### src/rtl/fetch_stage.sv
// Instruction fetch stage: owns the PC, issues in-order imem requests, buffers returned
// words with their PCs and presents one instruction per cycle to the IF/ID register.
module fetch_stage #(
  parameter int          DEPTH        = 2,
  parameter logic [31:0] RESET_VECTOR = 32'h0000_0000,
  parameter logic [31:0] NOP_INSTR    = 32'hE1A0_0000
) (
  input  logic        clk,
  input  logic        reset,
  input  logic        StallF,
  input  logic        BranchTakenE,
  input  logic [31:0] BranchTargetE,
  output logic        imem_req_o,
  output logic [31:0] imem_addr_o,
  input  logic        imem_ready_i,
  input  logic        imem_rvalid_i,
  input  logic [31:0] imem_rdata_i,
  output logic [31:0] InstrF,
  output logic        InstrValidF,
  output logic [31:0] PCF,
  output logic [31:0] PCPlus4F
);

  localparam int          CW      = $clog2(2 * DEPTH + 1);
  localparam int          PW      = (DEPTH > 1) ? $clog2(DEPTH) : 1;
  localparam logic [CW:0] DEPTH_C = (CW + 1)'(DEPTH);

  function automatic logic [PW-1:0] ptr_inc(input logic [PW-1:0] p);
    if (p == PW'(DEPTH - 1)) begin
      return '0;
    end else begin
      return p + PW'(1);
    end
  endfunction

  logic [31:0]   pc_r;
  logic [31:0]   buf_pc_r    [DEPTH];
  logic [31:0]   buf_instr_r [DEPTH];
  logic [PW-1:0] buf_rd_r;
  logic [PW-1:0] buf_wr_r;
  logic [CW-1:0] occ_r;
  logic [31:0]   tag_r       [DEPTH];
  logic [PW-1:0] tag_rd_r;
  logic [PW-1:0] tag_wr_r;
  logic [CW-1:0] live_r;
  logic [CW-1:0] drop_r;

  logic          valid_s;
  logic          req_s;
  logic          accept_s;
  logic          resp_drop_s;
  logic          resp_keep_s;
  logic          pop_s;
  logic [CW:0]   credit_use_s;

  // Handshake decode; credits count only registered occupancy and outstanding requests.
  always_comb begin
    valid_s      = (occ_r != CW'(0));
    credit_use_s = {1'b0, occ_r} + {1'b0, live_r};
    req_s        = reset & ~BranchTakenE & (credit_use_s < DEPTH_C);
    accept_s     = req_s & imem_ready_i;
    // Stale words are always consumed first; rvalid with nothing outstanding is ignored.
    resp_drop_s  = imem_rvalid_i & (drop_r != CW'(0));
    resp_keep_s  = imem_rvalid_i & (drop_r == CW'(0)) & (live_r != CW'(0));
    pop_s        = valid_s & ~StallF & ~BranchTakenE;
  end

  // PC, request-tag FIFO, instruction buffer and outstanding/stale counters.
  always_ff @(posedge clk or negedge reset) begin
    if (!reset) begin
      pc_r     <= RESET_VECTOR;
      buf_rd_r <= '0;
      buf_wr_r <= '0;
      occ_r    <= '0;
      tag_rd_r <= '0;
      tag_wr_r <= '0;
      live_r   <= '0;
      drop_r   <= '0;
      for (int i = 0; i < DEPTH; i++) begin
        buf_pc_r[i]    <= 32'h0000_0000;
        buf_instr_r[i] <= 32'h0000_0000;
        tag_r[i]       <= 32'h0000_0000;
      end
    end else if (BranchTakenE) begin
      pc_r     <= BranchTargetE & 32'hFFFF_FFFC;
      buf_rd_r <= '0;
      buf_wr_r <= '0;
      occ_r    <= '0;
      tag_rd_r <= '0;
      tag_wr_r <= '0;
      live_r   <= '0;
      // Everything still live becomes stale, less any word landing this very cycle.
      drop_r   <= drop_r - CW'(resp_drop_s) + live_r - CW'(resp_keep_s);
    end else begin
      if (accept_s) begin
        tag_r[tag_wr_r] <= pc_r;
        tag_wr_r        <= ptr_inc(tag_wr_r);
        pc_r            <= pc_r + 32'd4;
      end
      if (resp_keep_s) begin
        buf_pc_r[buf_wr_r]    <= tag_r[tag_rd_r];
        buf_instr_r[buf_wr_r] <= imem_rdata_i;
        buf_wr_r              <= ptr_inc(buf_wr_r);
        tag_rd_r              <= ptr_inc(tag_rd_r);
      end
      if (pop_s) begin
        buf_rd_r <= ptr_inc(buf_rd_r);
      end
      occ_r  <= occ_r + CW'(resp_keep_s) - CW'(pop_s);
      live_r <= live_r + CW'(accept_s) - CW'(resp_keep_s);
      drop_r <= drop_r - CW'(resp_drop_s);
    end
  end

  // Buffer head drives the decode-facing outputs; a bubble when the buffer is empty.
  always_comb begin
    imem_req_o  = req_s;
    imem_addr_o = pc_r;
    InstrValidF = valid_s;
    if (valid_s) begin
      InstrF = buf_instr_r[buf_rd_r];
      PCF    = buf_pc_r[buf_rd_r];
    end else begin
      InstrF = NOP_INSTR;
      PCF    = 32'h0000_0000;
    end
    PCPlus4F = PCF + 32'd4;
  end

endmodule

### config.mk
export PLATFORM = sky130hd
export DESIGN_NAME = fetch_stage
export DESIGN_NICKNAME = d
export VERILOG_FILES = /design/src/rtl/fetch_stage.sv
export SDC_FILE = /design/constraint.sdc
export NUM_CORES = 1
export LEC_CHECK = 0
export CAP_MARGIN = 20
export CELL_PAD_IN_SITES_DETAIL_PLACEMENT = 1
export CELL_PAD_IN_SITES_GLOBAL_PLACEMENT = 2
export CORE_MARGIN = 3
export CORE_UTILIZATION = 37
export CTS_CLUSTER_DIAMETER = 40
export DETAILED_ROUTE_END_ITERATION = 12
export PLACE_DENSITY = 0.81
export SKIP_CTS_REPAIR_TIMING = 1
export SLEW_MARGIN = 20
export SYNTH_ARGS = -nofsm -noshare
export SYNTH_HDL_FRONTEND = slang
export SYNTH_SLANG_ARGS = --single-unit
### constraint.sdc
create_clock -name clk -period 9.9 [get_ports clk]
set_input_delay 1.98 -clock clk [delete_from_list [all_inputs] [get_ports clk]]
set_output_delay 1.98 -clock clk [all_outputs]
set_load 0.01 [all_outputs]
==> results.yml, run 1 <==
layout:
  fin_nets: 1301
  final_layout_size_suffix_gt1_share_pct: 19.4
  layout_common_cells: "dfrtp_1 (226), clkdlybuf4s50_1 (189), mux2_2 (130), nor2_1 (99), mux2i_1 (90)"
  n_fill_cell: 3215
  num_antenna_cells: 0
  utilization_pct: 49.5
  layout-area-overhead-vs-synth_pct: 29.8
  layout_commonest_cell: "dfrtp_1"
  design_area_mm2: 0.0149
sta:
  fin_ws_ns: 3.59
  totalNegativeSetupSlack_ns: 0
  relSlewSlack_pct: 28.1
  hold_violations: 0
  rsz0062_at_grt: "no"
  fmax_mhz: 159
  holdWs_ns: 0.478
  setup_viol: 0
  tightest_slew_ns: 1.08
  drv_slew: 0
  period_share_pct: 63.7
  worst_clock_skew_ns: 0.0166
  fin_crit_ns: 6.31
power:
  p_int_uw: 2460
  seqPwrFrac_pct: 36.5
  p_sw_uw: 1150
  combPwrFrac_pct: 28.2
  swShare_pct: 31.9
  p_clk_share_pct: 35.3
  power.leakage_uw: 0.00633
  powerDensity_mw_per_mm2: 242
  ir_drop_v: 0.000103
floorplan:
  start_util_pct: 38.2
  ios: 200
  rows: 63
  dieArea_mm2: 0.0332
  core_area_mm2: 0.0301
  die_h_um: 182
  die_w_um: 182
place:
  place_area_mm2: 0.0137
  routabilityCongestion: 0.795
  dpl.hpwl_um: 21900
  io_buffers: 191
  dpl_worst_slack_ns: 4.05
clock_tree:
  htree_levels: 2
  clockRootBuffer: "clkbuf_16"
  insertion_delay_ns: 0.50
  clkTransAtPathRegs_ns: 0.06
  cts_tree: "yes"
  clockBufferDepth: 3
  cts_made_buffers: 36
  cts_sinks: 227
route:
  num_vias: 8522
  drt-pass1-iter-count: 4
  via_per_inst: 5.23
  wl_per_cell_um: 19.6
  drc: 0
  wl_um: 31900
  drt_iter0_markers: 349
  ant_nets: 0
global_route:
  grt_pass1_wl_um: 51100
  grt_usage_pct: 19.0
  grt_max_degree: 99
  gr-total-overflow: 0
  antenna_found_initial: 1
  grt_pass1_vias: 9038
synth:
  ys.warnings.count: 0
  ys_async_sr_fraction_pct: 100
  syn-instance-count: 1035
  synth-seq-cells: 227
  synth_top_area_share_pct: 49.4
  yosysSeqAreaShare_pct: 49.4
  synthTopCellsByArea: "dfrtp_1 (49%), mux2_2 (13%), mux2i_1 (7.8%)"
  syn_avg_cell_area_um2: 11.1
  yosys_most_used_dff: "dfrtp_1"
  yosys.area.top_type: "dfrtp_1"
  synth_cell_types: 55
  synth_edf_count: 0
  synth_area_mm2: 0.0115
critical_path:
  crit_required_ns: 7.92
  crit_fanout: 71
  critPathLaunchType: "flop"
  r2r.worst_path.cells: 14
  r2r-end: "live_r[2]$_DFF_PN0_"
  end_kind: "output port"
  cp.arrival_ns: 4.33
  path_delay_family: "buffers and inverters"
  critPathKind: "flop to output port"
  critPathMaxStageDelay_ns: 0.66
  path_cells: "nor3_4 -> buf_4 -> clkinv_1 -> nand2_1 -> inv_1 -> ha_1 -> nor4b_2 -> nand4_1 -> nor4_1 -> xor2_1 -> clkdlybuf4s50_1"
  rr_startpoint: "occ_r[1]$_DFF_PN0_"
  cpMaxStageDelayCell: "buf_4"
  path_buf_inv: 4
  r2r_slack_ns: 6.43
min_path:
  hold_start: "buf_pc_r[23]$_DFFE_PN0P_"
  min_to: "buf_pc_r[23]$_DFFE_PN0P_"
  min_path_type: "flop to flop"
  hold_depth: 2
job:
  timing.max_cap.violations: 0
status:
  status: "finished, final reports clean"
worst max path at each step:
stage | slack (ns) | cells past startpoint | start | end
after floorplan | 4.94 | 13 | buf_rd_r$_DFFE_PN0P_ | PCPlus4F[28]
final | 3.59 | 11 | occ_r[1]$_DFF_PN0_ | PCPlus4F[30]
after CTS | 3.51 | 11 | occ_r[1]$_DFF_PN0_ | PCPlus4F[30]
after global placement | 4.07 | 11 | occ_r[1]$_DFF_PN0_ | PCPlus4F[30]
after global routing | 3.22 | 11 | occ_r[1]$_DFF_PN0_ | PCPlus4F[30]
after detailed placement | 4.05 | 11 | occ_r[1]$_DFF_PN0_ | PCPlus4F[30]
synth_stat cells (all sizes together) (2+ instances only):
library cell	n
ha	13
buf	48
o311ai	5
nand3b	9
nor2b	8
and3	5
or3	6
a32o	2
mux2	130
nor4b	4
xnor2	18
clkbuf	21
o211ai	6
a21oi	40
or4	3
mux2i	90
a31oi	2
dfrtp	227
nor3	21
nor3b	3
and2	4
o31a	3
a211oi	7
nor4	18
nand3	21
a21o	2
a221o	8
nor2	101
o21ai	52
fa	4
xor2	26
nand2	78
nand4	12
inv	26
or2	4
worst reg2reg max path: stages, from the launching register on:
cell      delay [ns]
dfrtp_1         0.45
inv_1           0.13
fa_1            0.59
and4bb_2        0.25
nand2_1         0.30
nor2_1          0.26
inv_1           0.09
ha_1            0.27
inv_1           0.06
ha_1            0.13
inv_1           0.05
fa_1            0.38
xnor2_1         0.18
xnor2_1         0.14
nor2_1          0.05
state kept, by name, indices dropped and copies added, names as in the netlist, 3 cells and up:
signal	cells
buf_pc_r	60
buf_instr_r	64
drop_r	3
live_r	3
tag_r	60
imem_addr_o	30
occ_r	3
metal layers:
layer,vias to the layer above,global-route usage [%],share of wire (%)
li1,3998,-,-
met1,4254,27.5,49
met2,229,29.9,45
met3,39,3.63,4.9
met4,2,3.75,1.3
met5,-,0,0.041
power by group through the flow:
stage               combinational, µW  clock (µW)  sequential, µW
floorplan                         664           0            1270
global placement                 1000           0            1320
detailed placement               1020           0            1340
CTS                              1030        1310            1320
global route                     1120        1360            1360
finish                           1020        1280            1320
final cells by class:
type	instances	area [µm²]	share of cell area, %
Multi-Input combinational cell	717	5380	36.1
Sequential cell	227	5680	38.1
Tap cell	390	488	3.27
Clock buffer	47	1030	6.93
Inverter	27	101	0.679
Clock inverter	17	209	1.40
Timing Repair Buffer	205	2020	13.5
cells by family after synthesis:
logic type | after synthesis | share of synthesized area, %
adder cells (fa/ha/maj) | 17 | 2.11
XOR/XNOR | 44 | 3.35
AND/OR/NAND/NOR | 299 | 13.5
AO/OA/AOI/OAI | 131 | 7.06
flip-flops | 227 | 49.4
multiplexers | 220 | 20.6
buffers and inverters | 96 | 3.95
other | 1 | 0.0326
through the flow:
stage	total power [µW]	instances
3_3_place_gp	2320	1566
4_1_cts	3660	1630
6_report	3610	1630
2_1_floorplan	1940	1040
5_1_grt	3830	1630
3_5_place_dp	2360	1566
(Power assumes the default switching activity.)
==> run 2, diff against run 1 <==
CORE_UTILIZATION = 35   (was 37)
PLACE_DENSITY = 0.77   (was 0.81)
clock period = 6.3 ns   (was 9.9 ns; I/O delays follow)
==> results.yml, run 2 (synthesis gave the netlist of run 1 again) <==
status:
  status: "finished, final reports clean"
critical_path:
  r2r-end: "live_r[2]$_DFF_PN0_"
  path_cells: "buf_4 -> mux2i_1 -> nor2_1 -> nand4_2 -> nor4_1 -> xor2_1 -> clkdlybuf4s50_1"
  end_kind: "output port"
  r2r.worst_path.cells: 14
  cp.arrival_ns: 3.84
  crit_required_ns: 5.04
  path_buf_inv: 2
  path_delay_family: "simple AND/OR/NAND/NOR gates"
  rr_startpoint: "occ_r[1]$_DFF_PN0_"
  critPathMaxStageDelay_ns: 0.69
  critPathLaunchType: "flop"
  r2r_slack_ns: 2.86
  critPathKind: "flop to output port"
  crit_fanout: 33
  cpMaxStageDelayCell: "dfrtp_4"
sta:
  totalNegativeSetupSlack_ns: 0
  relSlewSlack_pct: 28.6
  drv_slew: 0
  fin_crit_ns: 5.10
  fin_ws_ns: 1.20
  tightest_slew_ns: 1.07
  rsz0062_at_grt: "no"
  period_share_pct: 80.9
  hold_violations: 0
  setup_viol: 0
  fmax_mhz: 196
  worst_clock_skew_ns: 0.00877
route:
  drt-pass1-iter-count: 4
  wl_per_cell_um: 18.9
  num_vias: 8488
  drc: 0
  ant_nets: 0
  drt_iter0_markers: 267
  wl_um: 31700
  via_per_inst: 5.06
power:
  powerDensity_mw_per_mm2: 374
  power.leakage_uw: 0.00632
  ir_drop_v: 0.000159
min_path:
  min_to: "buf_pc_r[17]$_DFFE_PN0P_"
  min_path_type: "flop to flop"
  hold_depth: 2
  hold_start: "buf_pc_r[17]$_DFFE_PN0P_"
clock_tree:
  htree_levels: 2
  cts_made_buffers: 36
  clockRootBuffer: "clkbuf_16"
  cts_sinks: 227
  clkTransAtPathRegs_ns: 0.05
  insertion_delay_ns: 0.49
  clockBufferDepth: 3
  cts_tree: "yes"
place:
  dpl_worst_slack_ns: 1.66
  io_buffers: 191
  routabilityCongestion: 0.787
  dpl.hpwl_um: 22400
global_route:
  grt_pass1_vias: 9140
  gr-total-overflow: 0
  antenna_found_initial: 0
  grt_max_degree: 93
  grt_pass1_wl_um: 51500
  grt_usage_pct: 18.2
layout:
  top_register: "buf_instr_r"
  final_layout_size_suffix_gt1_share_pct: 19.5
  layout_commonest_cell: "dfrtp_1"
  fin_nets: 1306
  utilization_pct: 46.8
  layout_common_cells: "dfrtp_1 (226), clkdlybuf4s50_1 (189), mux2_2 (130), nor2_1 (99), mux2i_1 (90)"
  reg.largest.list: "buf_instr_r: 64 flops, buf_pc_r: 60 flops, tag_r: 60 flops"
  layout-area-overhead-vs-synth_pct: 30.1
  num_antenna_cells: 0
  largest_reg_flops: 64
floorplan:
  dieArea_mm2: 0.0350
  core_area_mm2: 0.0320
  die_w_um: 187
  die_h_um: 187
  ios: 200
  start_util_pct: 36.0
  rows: 65
job:
  timing.max_cap.violations: 0
-- run 2: routing by layer --
layer  vias to the layer above  share of wire, %  GRT usage [%]
met5                         -                 0              0
met1                      4213                49           26.5
li1                       4008                 -              -
met2                       227                44           28.6
met4                         0               1.7           4.07
met3                        40               5.2           2.83
-- run 2: how the worst max path moves through the flow --
| stage | slack, ns | startpoint | end | depth (start not counted) |
|---|---|---|---|---|
| 2_1_floorplan | 2.06 | buf_rd_r$_DFFE_PN0P_ | PCPlus4F[28] | 13 |
| 3_3_place_gp | 1.68 | buf_rd_r$_DFFE_PN0P_ | PCPlus4F[30] | 7 |
| 3_5_place_dp | 1.66 | buf_rd_r$_DFFE_PN0P_ | PCPlus4F[31] | 7 |
| 4_1_cts | 1.10 | buf_rd_r$_DFFE_PN0P_ | PCPlus4F[31] | 7 |
| 5_1_grt | 0.96 | buf_rd_r$_DFFE_PN0P_ | PCPlus4F[30] | 7 |
| 6_report | 1.20 | buf_rd_r$_DFFE_PN0P_ | PCPlus4F[30] | 7 |
-- run 2: per-stage QoR --
step                      area (µm²)  std cells  power, µW  hold slack, ns
final                          14900       1678       5590           0.473
after detailed placement       13800       1616       3720           0.471
after global placement         13800       1616       3660           0.461
after CTS                      14900       1678       5670           0.482
after global routing           14900       1678       5930           0.512
after floorplan                11500       1040       3040           0.450
-- run 2: area by class of cell --
class | count | area [µm²]
Fill cell | 3440 | 17000
Sequential cell | 227 | 5680
Multi-Input combinational cell | 717 | 5380
Timing Repair Buffer | 210 | 2070
Clock buffer | 46 | 1000
Tap cell | 435 | 544
Clock inverter | 16 | 169
Inverter | 27 | 101
-- run 2: where the power goes --
part	switching, µW	internal [µW]
combinational	823	779
clock	701	1210
sequential	269	1810
-- run 2: worst min-delay path: cells and delay by family, from the launching register on --
kind | cells | cell delay [ns]
AOI/OAI and AO/OA | 1 | 0.06
DFF | 1 | 0.33
and+or+nand+nor | 1 | 0.04
